### src/rtl/booth_radix4_seq_mult.sv
// Iterative radix-4 Booth multiplier. Each clock retires one Booth digit into
// a 2*WIDTH-bit accumulator. Operands enter and the product leaves through
// valid/ready handshakes.
module booth_radix4_seq_mult #(
    parameter int WIDTH = 8
) (
    input  logic               clk,
    input  logic               rst_n,
    input  logic               in_valid,
    output logic               in_ready,
    input  logic [WIDTH-1:0]   a,
    input  logic [WIDTH-1:0]   b,
    input  logic               signed_mode,
    output logic               out_valid,
    input  logic               out_ready,
    output logic [2*WIDTH-1:0] product
);

    localparam int DIGITS = WIDTH / 2 + 1;
    localparam int PW     = 2 * WIDTH;
    localparam int YW     = WIDTH + 3;
    localparam int CW     = $clog2(DIGITS);
    localparam logic [CW-1:0] LAST_DIGIT = CW'(DIGITS - 1);

    if ((WIDTH % 2) != 0 || WIDTH < 4) begin : g_width_check
        $error("booth_radix4_seq_mult: WIDTH must be even and at least 4");
    end

    typedef enum logic [1:0] {
        IDLE,
        CALC,
        DONE
    } state_t;

    state_t          state_q, state_d;
    logic [PW-1:0]   acc_q, m_q, product_q;
    logic [YW-1:0]   y_q;
    logic [CW-1:0]   cnt_q;
    logic [PW-1:0]   a_ext, m2, addend, acc_sum;
    logic [YW-1:0]   b_ext;

    // Extension is resolved at acceptance, so signed_mode needs no register.
    // y carries an implicit Y[-1] = 0 in its bit 0.
    assign a_ext = {{(PW - WIDTH){signed_mode & a[WIDTH-1]}}, a};
    assign b_ext = {{2{signed_mode & b[WIDTH-1]}}, b, 1'b0};

    assign in_ready  = (state_q == IDLE);
    assign out_valid = (state_q == DONE);
    assign product   = product_q;

    // m_q is pre-shifted by 2i, so the addend already has its digit weight.
    assign m2 = m_q << 1;

    always_comb begin
        // NOTE: every always_comb output gets a default first so no path can infer a latch.
        addend = '0;
        unique case (y_q[2:0])
            3'b001, 3'b010: addend = m_q;
            3'b011:         addend = m2;
            3'b100:         addend = ~m2 + PW'(1);
            3'b101, 3'b110: addend = ~m_q + PW'(1);
            default:        addend = '0;
        endcase
    end

    assign acc_sum = acc_q + addend;

    always_comb begin
        state_d = state_q;
        unique case (state_q)
            IDLE:    if (in_valid) state_d = CALC;
            CALC:    if (cnt_q == LAST_DIGIT) state_d = DONE;
            DONE:    if (out_ready) state_d = IDLE;
            default: state_d = IDLE;
        endcase
    end

    // NOTE: sequential state uses non-blocking assignments so every flop samples pre-edge values.
    always_ff @(posedge clk or negedge rst_n) begin
        if (!rst_n) state_q <= IDLE;
        else        state_q <= state_d;
    end

    always_ff @(posedge clk or negedge rst_n) begin
        if (!rst_n) begin
            acc_q     <= '0;
            m_q       <= '0;
            y_q       <= '0;
            cnt_q     <= '0;
            product_q <= '0;
        end else begin
            unique case (state_q)
                IDLE: begin
                    if (in_valid) begin
                        m_q   <= a_ext;
                        y_q   <= b_ext;
                        acc_q <= '0;
                        cnt_q <= '0;
                    end
                end
                CALC: begin
                    acc_q <= acc_sum;
                    m_q   <= m_q << 2;
                    y_q   <= y_q >> 2;
                    cnt_q <= cnt_q + CW'(1);
                    if (cnt_q == LAST_DIGIT) product_q <= acc_sum;
                end
                default: ;
            endcase
        end
    end

endmodule

### config.mk
export PLATFORM = sky130hd
export DESIGN_NAME = booth_radix4_seq_mult
export DESIGN_NICKNAME = d
export VERILOG_FILES = /design/src/rtl/booth_radix4_seq_mult.sv
export SDC_FILE = /design/constraint.sdc
export NUM_CORES = 1
export LEC_CHECK = 0
export CAP_MARGIN = 40
export CORE_MARGIN = 10
export CORE_UTILIZATION = 39
export DETAILED_ROUTE_END_ITERATION = 10
export SKIP_CTS_REPAIR_TIMING = 1
export SYNTH_ARGS = -nofsm -noshare
export SYNTH_HDL_FRONTEND = slang
export SYNTH_SLANG_ARGS = --single-unit
### constraint.sdc
create_clock -name clk -period 4.6 [get_ports clk]
set_input_delay 1.15 -clock clk [delete_from_list [all_inputs] [get_ports clk]]
set_output_delay 1.15 -clock clk [all_outputs]
set_load 0.005 [all_outputs]
==> results.md, run 1 <==
* Run status: finished, final reports clean
* Dominant synthesized flop cell: dfrtp_1
* FF-to-FF Start: y_q[0]
* Commonest cells after routing, fill and taps aside: dfrtp_1 (63), nand2_1 (53), clkdlybuf4s50_1 (37)
* Fill cell count at 1,006
* Most frequent CP cell: nand2_1
* Max-cap viol count at 0
* Distinct cells, synth at 59
* Hold Crit Start: acc_q[15]
* Routed len/inst at 16.5 um
* Core footprint at 10,400 um^2
* Syn Nets at 498
* Nets at 518
* DPL Wire Length at 7440 um
* Post-DR vias/cell at approximately 5.5
* Worst hold slack at 0.485 ns
* Die ar. at about 15,000 um^2
* Final Hold Fails at 0
* RSZ-0062 raised after global routing: false
* Ys Warns at 0
* Slew @ Worst Pin at 0.716 ns
* Clk buf depth at 2
* Rows at 37
* Async S/R FF share, synth at 100%
* Largest net degree at the start of global routing at 35
* Diode count at 0
* Vias at 3,413
* Setup_tns at 0 ns
* Hold Path Stages at 2
* Crit path time final at 3.95 ns
* Pwr dens at 845 nW/um^2
* Leakage at 2.20 nW
* Worst r2r dst: product[11]
* Layout cells sized above 1 at a little over a tenth
* Num CTS Buffers at 9
* TritonCTS clock tree: built
* Arrival time at the worst endpoint at ~4.2 ns
* Initial antenna violation count at 0
* Worst setup EP type: flop
* Post-DRT Antenna Nets at 0
* Post-synth EDFFs at 0
* Critical path's slowest cell: dfrtp_1
* Mapped Cells at 458
* Cell count of the worst reg-to-reg path at 14
* Clock Root Buffer: clkbuf_8
* Total track usage at 14.3%
* Initial Util at 40.4%
* Worst hold path type: reg -> reg
* Area grow syn2layout at 15.4%
* Max-slew violations at 0
* Critical Setup Path Class: reg -> reg
* Required time worst endpoint at between 4 and 5 ns
* Number of global-route vias before repair at 3,512
* Final Cycle Share at 85.8%
* Setup ws final at 0.653 ns
* Drt drc at 0
* VDD IR max at 0.326 mV
* Commonest non-fill, non-tap cell in the layout: dfrtp_1
* Worst rel slew slack at between 50% and 60%
* Io pins at 39
* Final setup viols at 0
* Routed WL at ~10,000 um
* Clock Sink Count at 63
* Detailed Routing Iterations Pass 1 at 4
* Count of state elements after synthesis at 63
* CP bufs+invs at 1
* GPL Wtd Cong at just over 0.9
* Final Skew at ~0.011 ns
* Hold Path End: acc_q[15]
* Grt ovf at 0
* Die height at 124 um
* Mean Syn Cell Area at approximately 9 um^2
* Placed insts at about 600
* First-pass GRT wire length at 17,600 um
* Die X at 124 um
* CP max FO at 16
* Worst-Skew Late Latency at 0.35 ns
* Cell family with most CP delay: compound AO/OA/AOI/OAI gates
* Register area share after synthesis at a little under two fifths
* Worst Setup Start Kind: flop
* Final cell count without fillers at approximately 620
* Total power at between 4 and 5 mW
* Crit-path cells: inv_1 -> nor2_1 -> nand2_1 -> nand2_1 -> nand2_1 -> o21ai_0 -> ha_1 -> a21oi_1 -> o22ai_1 -> a21bo_2 -> a21o_1 -> a21oi_1 -> xnor2_1 -> mux2_2
* R2r setup slk at 0.65 ns
* Pre-CTS setup slack at 0.770 ns
* H-Tree Depth at 3
* Fmax at 0.253 GHz
* PortBufs at 38
* Clk slew on worst S/H paths at 0.08 ns
* Synth Cell Area at 4210 um^2
* Detailed Route Iter0 Violations at 270
* Max stage delay on crit path at 0.76 ns
==> power breakdown <==
| part | total [mW] | switching (mW) | internal [mW] | leakage (nW) |
|---|---|---|---|---|
| clock network | 0.449 | 0.238 | 0.211 | 0.0849 |
| logic | 2.54 | 1.33 | 1.22 | 1.31 |
| registers | 1.11 | 0.310 | 0.799 | 0.809 |
| total | 4.10 | 1.87 | 2.23 | 2.20 |
==> synthesized netlist by cell type (all sizes together), types with 2 or more instances <==
cell type | number | area share, %
xor2 | 10 | 2.1
ha | 18 | 5.4
dfrtp | 63 | 37
o22a | 2 | 0.42
a221o | 8 | 1.9
nand2 | 53 | 4.7
o211ai | 2 | 0.36
o221ai | 2 | 0.42
buf | 6 | 0.92
inv | 10 | 0.89
xnor2 | 23 | 4.8
o22ai | 2 | 0.30
a31oi | 5 | 0.89
and3b | 13 | 2.7
clkbuf | 32 | 2.9
nor2b | 4 | 0.59
and3 | 7 | 1.0
a21o | 6 | 1.1
a221oi | 3 | 0.62
a22oi | 3 | 0.54
nand3 | 11 | 1.4
nand2b | 5 | 0.74
nor4 | 3 | 1.2
or3 | 2 | 0.30
a21oi | 36 | 4.3
nor2 | 24 | 2.1
mux2 | 15 | 4.0
nand4 | 2 | 0.30
mux2i | 6 | 1.4
a22o | 18 | 3.7
o21ai | 35 | 4.3
and2 | 2 | 0.30
nor3 | 9 | 1.2
==> stage by stage <==
| stage | area [um^2] | utilization, % |
|---|---|---|
| 6_report | 4850 | 46.6 |
| 5_1_grt | 4850 | 46.6 |
| 4_1_cts | 4850 | 46.6 |
| 3_5_place_dp | 4670 | 44.8 |
| 3_3_place_gp | 4660 | 44.7 |
| 2_1_floorplan | 4210 | - |
==> routing by layer <==
metal  up-vias  global-route usage, %  wire length (um)
met5         -                      0                 0
met4         0                   4.88               173
met3        11                   3.67               492
met2        61                   22.8              4870
met1      1651                   18.4              4680
li1       1690                      -                 -
==> registers in the layout, indices dropped and copies added (netlist names) <==
register	count
acc_q	16
cnt_q	3
m_q	16
state_q	2
y_q	10
product	16
==> worst max-delay path by stage <==
stage,start,to,slack [ns],cells past startpoint
finish,y_q[0],product[11],0.65,14
global route,y_q[0],acc_q[15],0.30,14
CTS,y_q[0],product[11],0.75,14
detailed placement,y_q[0],product[11],0.77,14
global placement,y_q[0],product[11],0.76,14
floorplan,m_q[0],product[11],1.29,16
==> cell families (layout without fill, tap and decap cells) <==
group | count (synthesis) | in the layout | synth area share (%)
XOR/XNOR | 34 | 34 | 7.41
multiplexers | 21 | 21 | 5.44
flip-flops | 63 | 63 | 37.5
AND/OR/NAND/NOR | 139 | 139 | 17.8
AO/OA/AOI/OAI | 134 | 134 | 21.4
buffers and inverters | 48 | 73 | 4.67
adder cells (fa/ha/maj) | 19 | 19 | 5.83
==> area by class of cell <==
cell class	instances	area, um^2	share of cell area [%]
clock buffer	10	138	2.84
multi-input combinational	347	2440	50.2
tap	136	170	3.51
inverter	10	37.5	0.773
timing repair buffer	47	450	9.28
clock inverter	6	45.0	0.928
sequential	63	1580	32.5
==> tightest hold or removal path, delay by kind of cell, from the launching register on <==
family,cells,cell delay (ns)
flip-flops,1,0.34
AND/OR/NAND/NOR,1,0.06
AO/OA/AOI/OAI,1,0.05
No activity file was read; power rests on OpenSTA's default activity.
==> run 2: changes to the inputs <==
--- a/config.mk
+++ b/config.mk
@@ -6,9 +6,12 @@
 export NUM_CORES = 1
 export LEC_CHECK = 0
 export CAP_MARGIN = 40
+export CORE_ASPECT_RATIO = 1.4
 export CORE_MARGIN = 10
 export CORE_UTILIZATION = 39
 export DETAILED_ROUTE_END_ITERATION = 10
+export DONT_BUFFER_PORTS = 1
+export GPL_ROUTABILITY_DRIVEN = 0
 export SKIP_CTS_REPAIR_TIMING = 1
 export SYNTH_ARGS = -nofsm -noshare
 export SYNTH_HDL_FRONTEND = slang
==> run 2 against run 1 <==
Fmax grew 0.23%. Clock-buffer cell count shrank 1. Sequential share of layout area grew 1.9 points. Register-to-register slack is essentially flat. Core utilization shrank 2.7 points. Flip-flop and latch count is the same. First-iteration DRC count shrank 25%. Combinational power shrank 9.4%.
==> results.md, run 2 (same netlist as run 1, synthesis figures left out) <==
* Arrival time at the worst endpoint at 4.16 ns (-0.03 ns)
* Worst Setup Start Kind: flop
* Area grow syn2layout at 9.10%
* Clock Sink Count at 63 (unchanged)
* Crit path time final at 3.94 ns (-0.00907 ns)
* Critical Setup Path Class: reg -> reg
* Leakage at 2.11 nW (-4.1%)
* Max-slew violations at 0 (unchanged)
* Worst hold path type: reg -> reg
* Final Cycle Share at 85.6% (-0.20 points)
* Largest net degree at the start of global routing at 64 (+83%)
* Pwr dens at 911 nW/um^2 (+7.8%)
* Most frequent CP cell: nand2_1
* Clock Root Buffer: clkbuf_16
* Worst hold slack at 0.480 ns (-0.00579 ns)
* Initial antenna violation count at 0 (unchanged)
* Clk slew on worst S/H paths at 0.06 ns (-0.02 ns)
* Net Sw Frac at 43.6% (-2.0 points)
* Final Skew at 0.00646 ns (-0.00434 ns)
* Final Hold Fails at 0 (unchanged)
* H-Tree Depth at 3 (unchanged)
* Crit-path cells: nor2_1 -> nand2_1 -> nand2_1 -> nand2_1 -> o21ai_0 -> fa_1 -> a21o_1 -> a21oi_1 -> o21ai_1 -> and3_1 -> o32ai_1 -> xnor2_1 -> mux2_2
* Clock network power share at 17.2% (+6.3 points)
* Vias at 3,277 (-4.0%)
* NetSw at 1.82 mW (-2.7%)
* CP bufs+invs at 0 (-1)
* Rows at 44 (+19%)
* Cell area after layout at 4590 um^2 (-5.5%)
* Initial Util at 40.2% (-0.17 points)
* Total track usage at 13.5% (-0.80 points)
* CP max FO at 29 (+13)
* Max-cap viol count at 0 (unchanged)
* Num CTS Buffers at 9 (unchanged)
* VDD IR max at 0.534 mV (+64%)
* Final setup viols at 0 (unchanged)
* Routed WL at 9980 um (-2.3%)
* Placed insts at 564 (-6.5%)
* Detailed Route Iter0 Violations at 202 (-25%)
* Diode count at 0 (unchanged)
* Cell family with most CP delay: compound AO/OA/AOI/OAI gates
* Commonest non-fill, non-tap cell in the layout: dfrtp_1
* PortBufs at 0 (-100%)
* Logic pwr share at 55.1% (-6.9 points)
* Core footprint at 10,500 um^2 (+0.42%)
* Routed len/inst at 17.2 um (+4.3%)
* Max stage delay on crit path at 0.94 ns (+0.18 ns)
* Clk buf depth at 2 (unchanged)
* Worst setup EP type: flop
* First-pass GRT wire length at 16,900 um (-4.2%)
* Die X at 108 um (-13%)
* Slew @ Worst Pin at 0.916 ns (+0.199 ns)
* Commonest cells after routing, fill and taps aside: dfrtp_1 (63), nand2_1 (53), a21oi_1 (36)
* Layout cells sized above 1 at 10.6% (+0.074 points)
* RSZ-0062 raised after global routing: false
* Post-DRT Antenna Nets at 0 (unchanged)
* Required time worst endpoint at 4.82 ns (-0.02 ns)
* Int Pwr at 2.35 mW (+5.7%)
* Run status: finished, final reports clean
* Critical path's slowest cell: dfrtp_1
* TritonCTS clock tree: built
* Number of global-route vias before repair at 3,283 (-6.5%)
* Setup_tns at 0 ns (unchanged)
* Grt ovf at 0 (unchanged)
* Io pins at 39 (unchanged)
* Drt drc at 0 (unchanged)
* Nets at 477 (-7.9%)
* Die ar. at 15,400 um^2 (+0.38%)
* Fmax at 0.254 GHz (+0.23%)
* Die height at 143 um (+15%)
* Detailed Routing Iterations Pass 1 at 4 (unchanged)
* Post-DR vias/cell at 5.65 (+2.5%)
* Sequential share of power at 27.8% (+0.8 points)
* Placed cell areas at 4280 um^2 (-8.5%)
* Final cell count without fillers at 580 (-6.3%)
* Worst rel slew slack at 39.0% (-13 points)
* DPL Wire Length at 7090 um (-4.6%)
* Worst-Skew Late Latency at 0.33 ns (-0.02 ns)
## run 2: through the flow
stage / setup WS (ns) / util (%) / total power, mW
floorplan: 1.29 / - / 3.00
global placement: 0.713 / 40.7 / 3.44
detailed placement: 0.715 / 40.9 / 3.48
CTS: 0.691 / 43.9 / 4.22
global route: 0.345 / 43.9 / 4.55
finish: 0.662 / 43.9 / 4.18
## run 2: worst paths after layout
check                            start           to  slack, ns  depth (start not counted)
worst max-delay path            y_q[2]  product[14]       0.66                         13
worst min-delay path            y_q[3]       y_q[3]       0.48                          2
worst max register to register  y_q[2]  product[14]       0.66                         13
worst min register to register  y_q[3]       y_q[3]       0.48                          2
max in group asynchronous        rst_n   product[5]       3.97                          0
min in group asynchronous        rst_n       y_q[9]       0.51                          0
## run 2: area by class of cell
| class | instances | area, um^2 |
|---|---|---|
| well taps | 138 | 173 |
| inverters | 10 | 37.5 |
| fillers | 1033 | 5870 |
| clock inverters | 7 | 87.6 |
| repair buffers | 6 | 52.6 |
| flip-flops and latches | 63 | 1580 |
| multi-input cells | 347 | 2440 |
| clock buffers | 9 | 225 |
## run 2: power by group through the flow
stage	clock network (mW)	registers, mW	logic [mW]
after floorplan	0	0.916	2.09
after global placement	0	1.17	2.27
after detailed placement	0	1.18	2.30
after CTS	0.734	1.17	2.32
after global routing	0.755	1.21	2.58
final	0.717	1.16	2.30
## run 2: layer usage
layer / vias to the layer above / GRT usage, % / share of wire, %
met2: 55 / 23.0 / 51
met4: 0 / 6.56 / 3.1
met5: - / 0 / 0
li1: 1612 / - / -
met1: 1589 / 15.4 / 43
met3: 21 / 3.11 / 3.7
## run 2: tightest hold or removal path: stages, from the launching register on
cell and delay (ns):
dfrtp_1 0.34, nand2_1 0.05, o21ai_0 0.06
